--- src/rtl/conv2_ctrl_pkg.sv ---
// Shared types and constants for the conv-layer-2 PE column sequencer.
// Widths follow the 12-PE column: 112b ifmap, 3x24b filter rows, 240b psum.
package conv2_ctrl_pkg;

    localparam int DEF_KERNEL     = 3;
    localparam int DEF_OUT_LAT    = 5;
    localparam int DEF_MAX_COLS   = 64;
    localparam int DEF_CNT_W      = 7;
    localparam int DEF_ADDR_W     = 6;
    localparam int DEF_FIFO_DEPTH = 4;

    localparam int IF_W   = 112;
    localparam int PSUM_W = 240;
    localparam int FLT_W  = 24;

    typedef enum logic [2:0] {
        S_IDLE,
        S_LOAD_FLT,
        S_STREAM,
        S_FLUSH,
        S_DRAIN
    } state_t;

    // Zero columns pushed after the last ifmap column to drain the array.
    function automatic int flush_beats(input int kernel, input int out_lat);
        return out_lat - kernel + 1;
    endfunction

endpackage

--- src/rtl/conv2_pe_column_ctrl_psum_out_fifo.sv ---
// Psum output FIFO: DEPTH entries of {column index, psum}, head read
// straight from the storage registers, occupancy exported for stall logic.
module psum_out_fifo
    import conv2_ctrl_pkg::*;
#(
    parameter int DEPTH = DEF_FIFO_DEPTH,
    parameter int W     = PSUM_W + DEF_CNT_W
) (
    input  logic                     clk,
    input  logic                     rst_n,
    input  logic                     push,
    input  logic [W-1:0]             wdata,
    input  logic                     pop,
    output logic [W-1:0]             rdata,
    output logic                     valid,
    output logic [$clog2(DEPTH):0]   count
);

    localparam int AW = $clog2(DEPTH);

    logic [W-1:0]  mem [DEPTH];
    logic [AW-1:0] wr_ptr;
    logic [AW-1:0] rd_ptr;
    logic          full;
    logic          wr;
    logic          rd;

    assign full  = (count == (AW + 1)'(DEPTH));
    assign valid = (count != '0);
    assign wr    = push & ~full;
    assign rd    = pop & valid;
    assign rdata = mem[rd_ptr];

    always_ff @(posedge clk or negedge rst_n) begin
        if (!rst_n) begin
            for (int i = 0; i < DEPTH; i++) begin
                mem[i] <= '0;
            end
            wr_ptr <= '0;
            rd_ptr <= '0;
            count  <= '0;
        end else begin
            assert (!(push && full));
            if (wr) begin
                mem[wr_ptr] <= wdata;
                wr_ptr      <= wr_ptr + AW'(1);
            end
            if (rd) begin
                rd_ptr <= rd_ptr + AW'(1);
            end
            unique case ({wr, rd})
                2'b10:   count <= count + 1'b1;
                2'b01:   count <= count - 1'b1;
                default: count <= count;
            endcase
        end
    end

endmodule

--- src/rtl/conv2_pe_column_ctrl.sv ---
// Sequencer for the conv-layer-2 PE column: filter load, ifmap stream,
// zero flush, psum capture into the output FIFO with backpressure stall.
module conv2_pe_column_ctrl
    import conv2_ctrl_pkg::*;
#(
    parameter int KERNEL     = DEF_KERNEL,
    parameter int OUT_LAT    = DEF_OUT_LAT,
    parameter int MAX_COLS   = DEF_MAX_COLS,
    parameter int CNT_W      = DEF_CNT_W,
    parameter int ADDR_W     = DEF_ADDR_W,
    parameter int FIFO_DEPTH = DEF_FIFO_DEPTH
) (
    input  logic              clk,
    input  logic              rst_n,
    input  logic              start,
    input  logic [CNT_W-1:0]  cfg_cols,
    output logic              busy,
    output logic              done,
    output logic              err,
    output logic              flt_rd_en,
    output logic [1:0]        flt_rd_addr,
    input  logic [FLT_W-1:0]  flt_rd_data,
    output logic              if_rd_en,
    output logic [ADDR_W-1:0] if_rd_addr,
    input  logic [IF_W-1:0]   if_rd_data,
    output logic              pe_en,
    output logic [IF_W-1:0]   pe_ifmap,
    output logic [FLT_W-1:0]  pe_filtr_2,
    output logic [FLT_W-1:0]  pe_filtr_1,
    output logic [FLT_W-1:0]  pe_filtr_0,
    input  logic [PSUM_W-1:0] pe_psum,
    output logic              psum_valid,
    input  logic              psum_ready,
    output logic [PSUM_W-1:0] psum_data,
    output logic [CNT_W-1:0]  psum_col
);

    localparam int FLUSH_N = flush_beats(KERNEL, OUT_LAT);
    localparam int FW      = PSUM_W + CNT_W;
    localparam int QW      = $clog2(FIFO_DEPTH) + 1;

    state_t           state;
    logic [CNT_W-1:0] cols;
    logic [CNT_W-1:0] rd_idx;
    logic [CNT_W-1:0] beat_cnt;
    logic [CNT_W-1:0] flush_cnt;
    logic [1:0]       ld_cnt;
    logic             pending;
    logic             flt_vld;
    logic [1:0]       flt_vaddr;
    logic             cap_vld;
    logic [CNT_W-1:0] cap_col;
    logic [QW-1:0]    fcount;
    logic [FW-1:0]    fifo_head;

    logic             in_stream;
    logic             in_flush;
    logic             stall;
    logic             beat;
    logic             rd;
    logic             cap;
    logic             cfg_bad;
    logic [CNT_W-1:0] n_out;
    logic [CNT_W:0]   cap_hi;

    assign in_stream = (state == S_STREAM);
    assign in_flush  = (state == S_FLUSH);
    assign cfg_bad   = (cfg_cols < CNT_W'(KERNEL))
                     | (cfg_cols > CNT_W'(MAX_COLS));

    // Count the capture still in flight so the FIFO can never overfill.
    assign stall = (int'(fcount) + int'(cap_vld)) >= (FIFO_DEPTH - 1);
    assign beat  = ((in_stream & pending) | in_flush) & ~stall;
    assign rd    = in_stream & (rd_idx < cols)
                 & (~pending | beat) & ~stall;

    assign n_out  = cols - CNT_W'(KERNEL - 1);
    assign cap_hi = {1'b0, n_out} + (CNT_W + 1)'(OUT_LAT);
    assign cap    = beat & (beat_cnt >= CNT_W'(OUT_LAT))
                  & ({1'b0, beat_cnt} < cap_hi);

    assign busy       = (state != S_IDLE);
    assign pe_en      = beat;
    assign if_rd_en   = rd;
    assign if_rd_addr = rd_idx[ADDR_W-1:0];
    assign pe_ifmap   = in_stream ? if_rd_data : '0;

    always_ff @(posedge clk or negedge rst_n) begin
        if (!rst_n) begin
            state       <= S_IDLE;
            cols        <= '0;
            rd_idx      <= '0;
            beat_cnt    <= '0;
            flush_cnt   <= '0;
            ld_cnt      <= '0;
            pending     <= 1'b0;
            flt_vld     <= 1'b0;
            flt_vaddr   <= '0;
            cap_vld     <= 1'b0;
            cap_col     <= '0;
            done        <= 1'b0;
            err         <= 1'b0;
            flt_rd_en   <= 1'b0;
            flt_rd_addr <= '0;
            pe_filtr_2  <= '0;
            pe_filtr_1  <= '0;
            pe_filtr_0  <= '0;
        end else begin
            done      <= 1'b0;
            err       <= 1'b0;
            flt_vld   <= flt_rd_en;
            flt_vaddr <= flt_rd_addr;
            cap_vld   <= cap;
            if (cap) begin
                cap_col <= beat_cnt - CNT_W'(OUT_LAT);
            end
            // Filter row 0 feeds the top array input.
            if (flt_vld) begin
                unique case (1'b1)
                    (flt_vaddr == 2'd0): pe_filtr_2 <= flt_rd_data;
                    (flt_vaddr == 2'd1): pe_filtr_1 <= flt_rd_data;
                    (flt_vaddr == 2'd2): pe_filtr_0 <= flt_rd_data;
                endcase
            end
            if (rd) begin
                rd_idx  <= rd_idx + 1'b1;
                pending <= 1'b1;
            end else if (beat) begin
                pending <= 1'b0;
            end
            if (beat) begin
                beat_cnt <= beat_cnt + 1'b1;
            end
            unique case (state)
                S_IDLE: begin
                    if (start && cfg_bad) begin
                        err <= 1'b1;
                    end else if (start) begin
                        state       <= S_LOAD_FLT;
                        cols        <= cfg_cols;
                        rd_idx      <= '0;
                        beat_cnt    <= '0;
                        flush_cnt   <= '0;
                        pending     <= 1'b0;
                        ld_cnt      <= '0;
                        flt_rd_en   <= 1'b1;
                        flt_rd_addr <= 2'd0;
                    end
                end
                S_LOAD_FLT: begin
                    ld_cnt      <= ld_cnt + 2'd1;
                    flt_rd_en   <= (ld_cnt < 2'd2);
                    flt_rd_addr <= (ld_cnt < 2'd2) ? ld_cnt + 2'd1 : 2'd0;
                    if (ld_cnt == 2'd3) begin
                        state <= S_STREAM;
                    end
                end
                S_STREAM: begin
                    if (beat && rd_idx == cols) begin
                        state <= S_FLUSH;
                    end
                end
                S_FLUSH: begin
                    if (beat) begin
                        flush_cnt <= flush_cnt + 1'b1;
                        if (flush_cnt == CNT_W'(FLUSH_N - 1)) begin
                            state <= S_DRAIN;
                        end
                    end
                end
                S_DRAIN: begin
                    if (fcount == '0 && !cap_vld) begin
                        done  <= 1'b1;
                        state <= S_IDLE;
                    end
                end
                default: state <= S_IDLE;
            endcase
        end
    end

    psum_out_fifo #(
        .DEPTH (FIFO_DEPTH),
        .W     (FW)
    ) u_fifo (
        .clk   (clk),
        .rst_n (rst_n),
        .push  (cap_vld),
        .wdata ({cap_col, pe_psum}),
        .pop   (psum_ready),
        .rdata (fifo_head),
        .valid (psum_valid),
        .count (fcount)
    );

    assign psum_col  = fifo_head[FW-1:PSUM_W];
    assign psum_data = fifo_head[PSUM_W-1:0];

endmodule

--- config.mk ---
export PLATFORM = sky130hd
export DESIGN_NAME = conv2_pe_column_ctrl
export DESIGN_NICKNAME = d
export VERILOG_FILES = /design/src/rtl/conv2_ctrl_pkg.sv /design/src/rtl/conv2_pe_column_ctrl_psum_out_fifo.sv /design/src/rtl/conv2_pe_column_ctrl.sv
export SDC_FILE = /design/constraint.sdc
export NUM_CORES = 1
export LEC_CHECK = 0
export CORE_AREA = 2 2 408 410
export DETAILED_ROUTE_END_ITERATION = 8
export DIE_AREA = 0 0 410 412
export GPL_TIMING_DRIVEN = 1
export PLACE_DENSITY = 0.6
export SYNTH_ARGS = -nofsm -noshare
export SYNTH_HDL_FRONTEND = slang
export SYNTH_SLANG_ARGS = --single-unit
--- constraint.sdc ---
create_clock -name clk -period 7.1 [get_ports clk]
set_clock_uncertainty 0.1 [all_clocks]
set_input_delay 1.065 -clock clk [delete_from_list [all_inputs] [get_ports clk]]
set_output_delay 1.065 -clock clk [all_outputs]
set_load 0.02 [all_outputs]
==> summary.txt <==
Final layout
  • Area Overhead vs Synth: 31.0%
  • Most frequent cells in the layout: dfrtp_1 (1115), mux2_2 (950), clkdlybuf4s50_1 (831)
  • FILL cells: around 15000
  • Commonest non-fill, non-tap cell in the layout: dfrtp_1
  • # nets final: 4265
  • Ratio of cells with drive above 1 in the final layout: 0.372

Setup path
  • Startpoint types: flip-flop
  • Worst setup path end: if_rd_en
  • RR Endpoint: cap_col[2]
  • R2R Path Start: cols[1]
  • CP max stage delay: 720 ps
  • Ordered list of cells on the worst path: inv_1 -> ha_1 -> a21o_1 -> a2111oi_0 -> nand4_1 -> nor2_1 -> clkdlybuf4s50_1
  • CP Class: reg -> out
  • R2R cell count: 13
  • Crit path from: cols[5]
  • R2R setup slack: 3290 ps
  • Critical Path Sink Type: output port
  • Crit-path max FO: 11
  • CP required: between 5000 and 6000 ps
  • CP arrival: 3990 ps
  • Slowest library cell on the worst path: clkdlybuf4s50_1

Timing
  • Peak Freq: 194 MHz
  • Slew headroom: 0.268
  • Tcrit/Tclk final: 0.727
  • Final Hold Viols: 0
  • Final setup viols: 0
  • Setup TNS: 0 ps
  • RSZ-0062 raised after global routing: false
  • Worst Setup Slack, final: 1940 ps
  • Final slew viol count: 0
  • Fin crit period: a little over 5000 ps
  • Worst Max-Slew Pin Slew: roughly 1100 ps

Clocking
  • Clock slew at reported path FFs: 60 ps
  • Root buffer cell: clkbuf_16
  • Post-CTS Setup Bufs: 0
  • CTS tree: yes
  • Clk_lat worst skew: around 750 ps
  • Clk sink count: about 1100
  • Max Buffers Root-to-Sink: 3
  • Hold Buf Count CTS: 0
  • Clock buffer count from CTS: around 130
  • CTS H-tree lvls: 4
  • Post-cts sizing count: 0

Logic synthesis
  • Post-synth cell types: 62
  • Synth Cell Area: about 49000 um2
  • Prevailing post-synth register cell: dfrtp_1
  • Synthesis-stage register bit count: 1117
  • Syn Nets: roughly 3500
  • FFs w/ async S/R, synth: 1.00
  • Post-synth top area share: 0.570
  • Syn Inst Count: between 3000 and 4000
  • Post-synth EDFFs: 0
  • Syn avg cell area: roughly 16 um2
  • Ys Warns: 0
  • Ranking of synthesized cells by area: dfrtp_1 (57%), mux2_2 (22%), mux4_2 (11%), mux2_1 (2.4%), and3_1 (1.5%)
  • Area leader, netlist: dfrtp_1
  • Post-synthesis sequential area ratio: 0.570

Die
  • Initial Utilization: 0.298
  • Core region area: around 160000 um2
  • Die Span X: 410 um
  • Site Rows: around 150
  • IO Pins: approximately 830
  • Die Y: 412 um
  • DIE AREA: roughly 170000 um2

Routing
  • Antenna viol nets, final: 0
  • Via/cell ratio: around 4.8
  • DR DRC count: 0
  • Routed wire length: between 100000 and 150000 um
  • DR pass1 iterations: 4
  • Vias: slightly below 30000
  • WL per Instance: 21.9 um
  • Initial DRC Count: 1570

GRT
  • Number of global-route vias before repair: around 31000
  • Grt total ovfl: 0
  • Initial antenna violation count: ~50
  • Global-route wire length before repair: 203000 um
  • Pin count of the biggest net entering global routing: ~170
  • Gr usage total: 0.157

Pwr
  • Leak: about 27 nW
  • PwrDens: 403 nW/um2
  • Max VDD drop: between 200 and 300 uV

Place
  • PortBufs: approximately 830
  • HPWL after detailed placement: around 89000 um
  • Routability cong.: between 0.9 and 1
  • Placement Setup Slack: ~2800 ps

Worst hold path
  • HP Class: in -> async

Run
  • Max-cap viol count: 0

Outcome
  • Status: completed
-- metal layers --
layer	wire length [um]	share of wire	vias to the layer above	track usage
met5	492	0.0037	-	0.00537
met4	3680	0.027	60	0.0527
met3	11200	0.083	238	0.0650
met2	62200	0.46	622	0.240
met1	57200	0.42	15400	0.201
li1	-	-	13000	-
-- stage by stage --
step | instance area (um2) | util | cells | total power [mW] | hold WS (ps)
floorplan | 49000 | - | 3045 | 14.9 | 350
global placement | 59800 | 0.364 | 5900 | 19.2 | 289
detailed placement | 59800 | 0.364 | 5900 | 19.4 | 291
CTS | 64200 | 0.391 | 6132 | 26.3 | 266
global route | 64200 | 0.391 | 6143 | 27.2 | 295
finish | 64200 | 0.391 | 6150 | 25.8 | 298
-- synth_stat cells, types with 5 or more instances --
cell and number:
a21oi_1 16, and3_1 114, buf_1 30, buf_2 29, buf_4 6, clkbuf_1 145, dfrtp_1 1117, ha_1 32
inv_1 26, mux2_1 106, mux2_2 950, mux2_4 6, mux4_2 247, nand2_1 42, nand3_1 13, nand4_1 8
nor2_1 22, nor3_1 7, nor4_1 5, o21ai_0 21, o31ai_1 5, xnor2_1 20, xor2_1 9
-- where the power goes --
group          switching (mW)  leakage [nW]  internal (mW)  total, mW
Sequential              0.989          13.2           7.95       8.94
Combinational            4.83          11.2           5.35       10.2
Clock                    2.71          2.12           4.01       6.72
-- sequential cells by signal (all words and copies together) (netlist names), 24 cells and up --
| signal | flops |
|---|---|
| pe_filtr_0 | 24 |
| pe_filtr_2 | 24 |
| u_fifo.mem | 988 |
| pe_filtr_1 | 24 |
-- kinds of logic (layout without fill, tap and decap cells) --
group                      after synthesis  after routing  synth area share
adders and majority gates               33             33           0.00858
muxes                                 1312           1312             0.358
AOI/OAI and AO/OA                       74             74            0.0102
DFF                                   1117           1117             0.570
buffers and inverters                  239           1137            0.0196
and+or+nand+nor                        241            241            0.0278
other                                    0             18                 0
xor gates and xnor gates                29             29           0.00518
-- critical path: cells and delay by family (launching register included) --
family / cells / cell delay, ps
adder cells (fa/ha/maj): 1 / 280
flip-flops: 1 / 420
AO/OA/AOI/OAI: 2 / 680
buffers and inverters: 2 / 880
AND/OR/NAND/NOR: 2 / 970
-- worst min-delay path by stage --
stage                     from              end  depth (start not counted)
3_3_place_gp         flt_rd_en          flt_vld                          0
6_report                 rst_n  u_fifo.mem[446]                          1
3_5_place_dp         flt_rd_en          flt_vld                          0
2_1_floorplan  u_fifo.mem[488]  u_fifo.mem[488]                          2
4_1_cts                  rst_n  u_fifo.mem[446]                          1
5_1_grt                  rst_n  u_fifo.mem[446]                          1
-- area by class of cell --
type | instances | area, um2 | share of cell area
antenna | 18 | 45.0 | 0.000702
clock buffer | 201 | 3940 | 0.0613
clock inverter | 31 | 389 | 0.00606
inverter | 29 | 114 | 0.00177
multi-input combinational | 1689 | 20200 | 0.314
sequential | 1117 | 28000 | 0.435
tap | 2189 | 2740 | 0.0427
timing repair buffer | 876 | 8860 | 0.138
(Power assumes the default switching activity.)
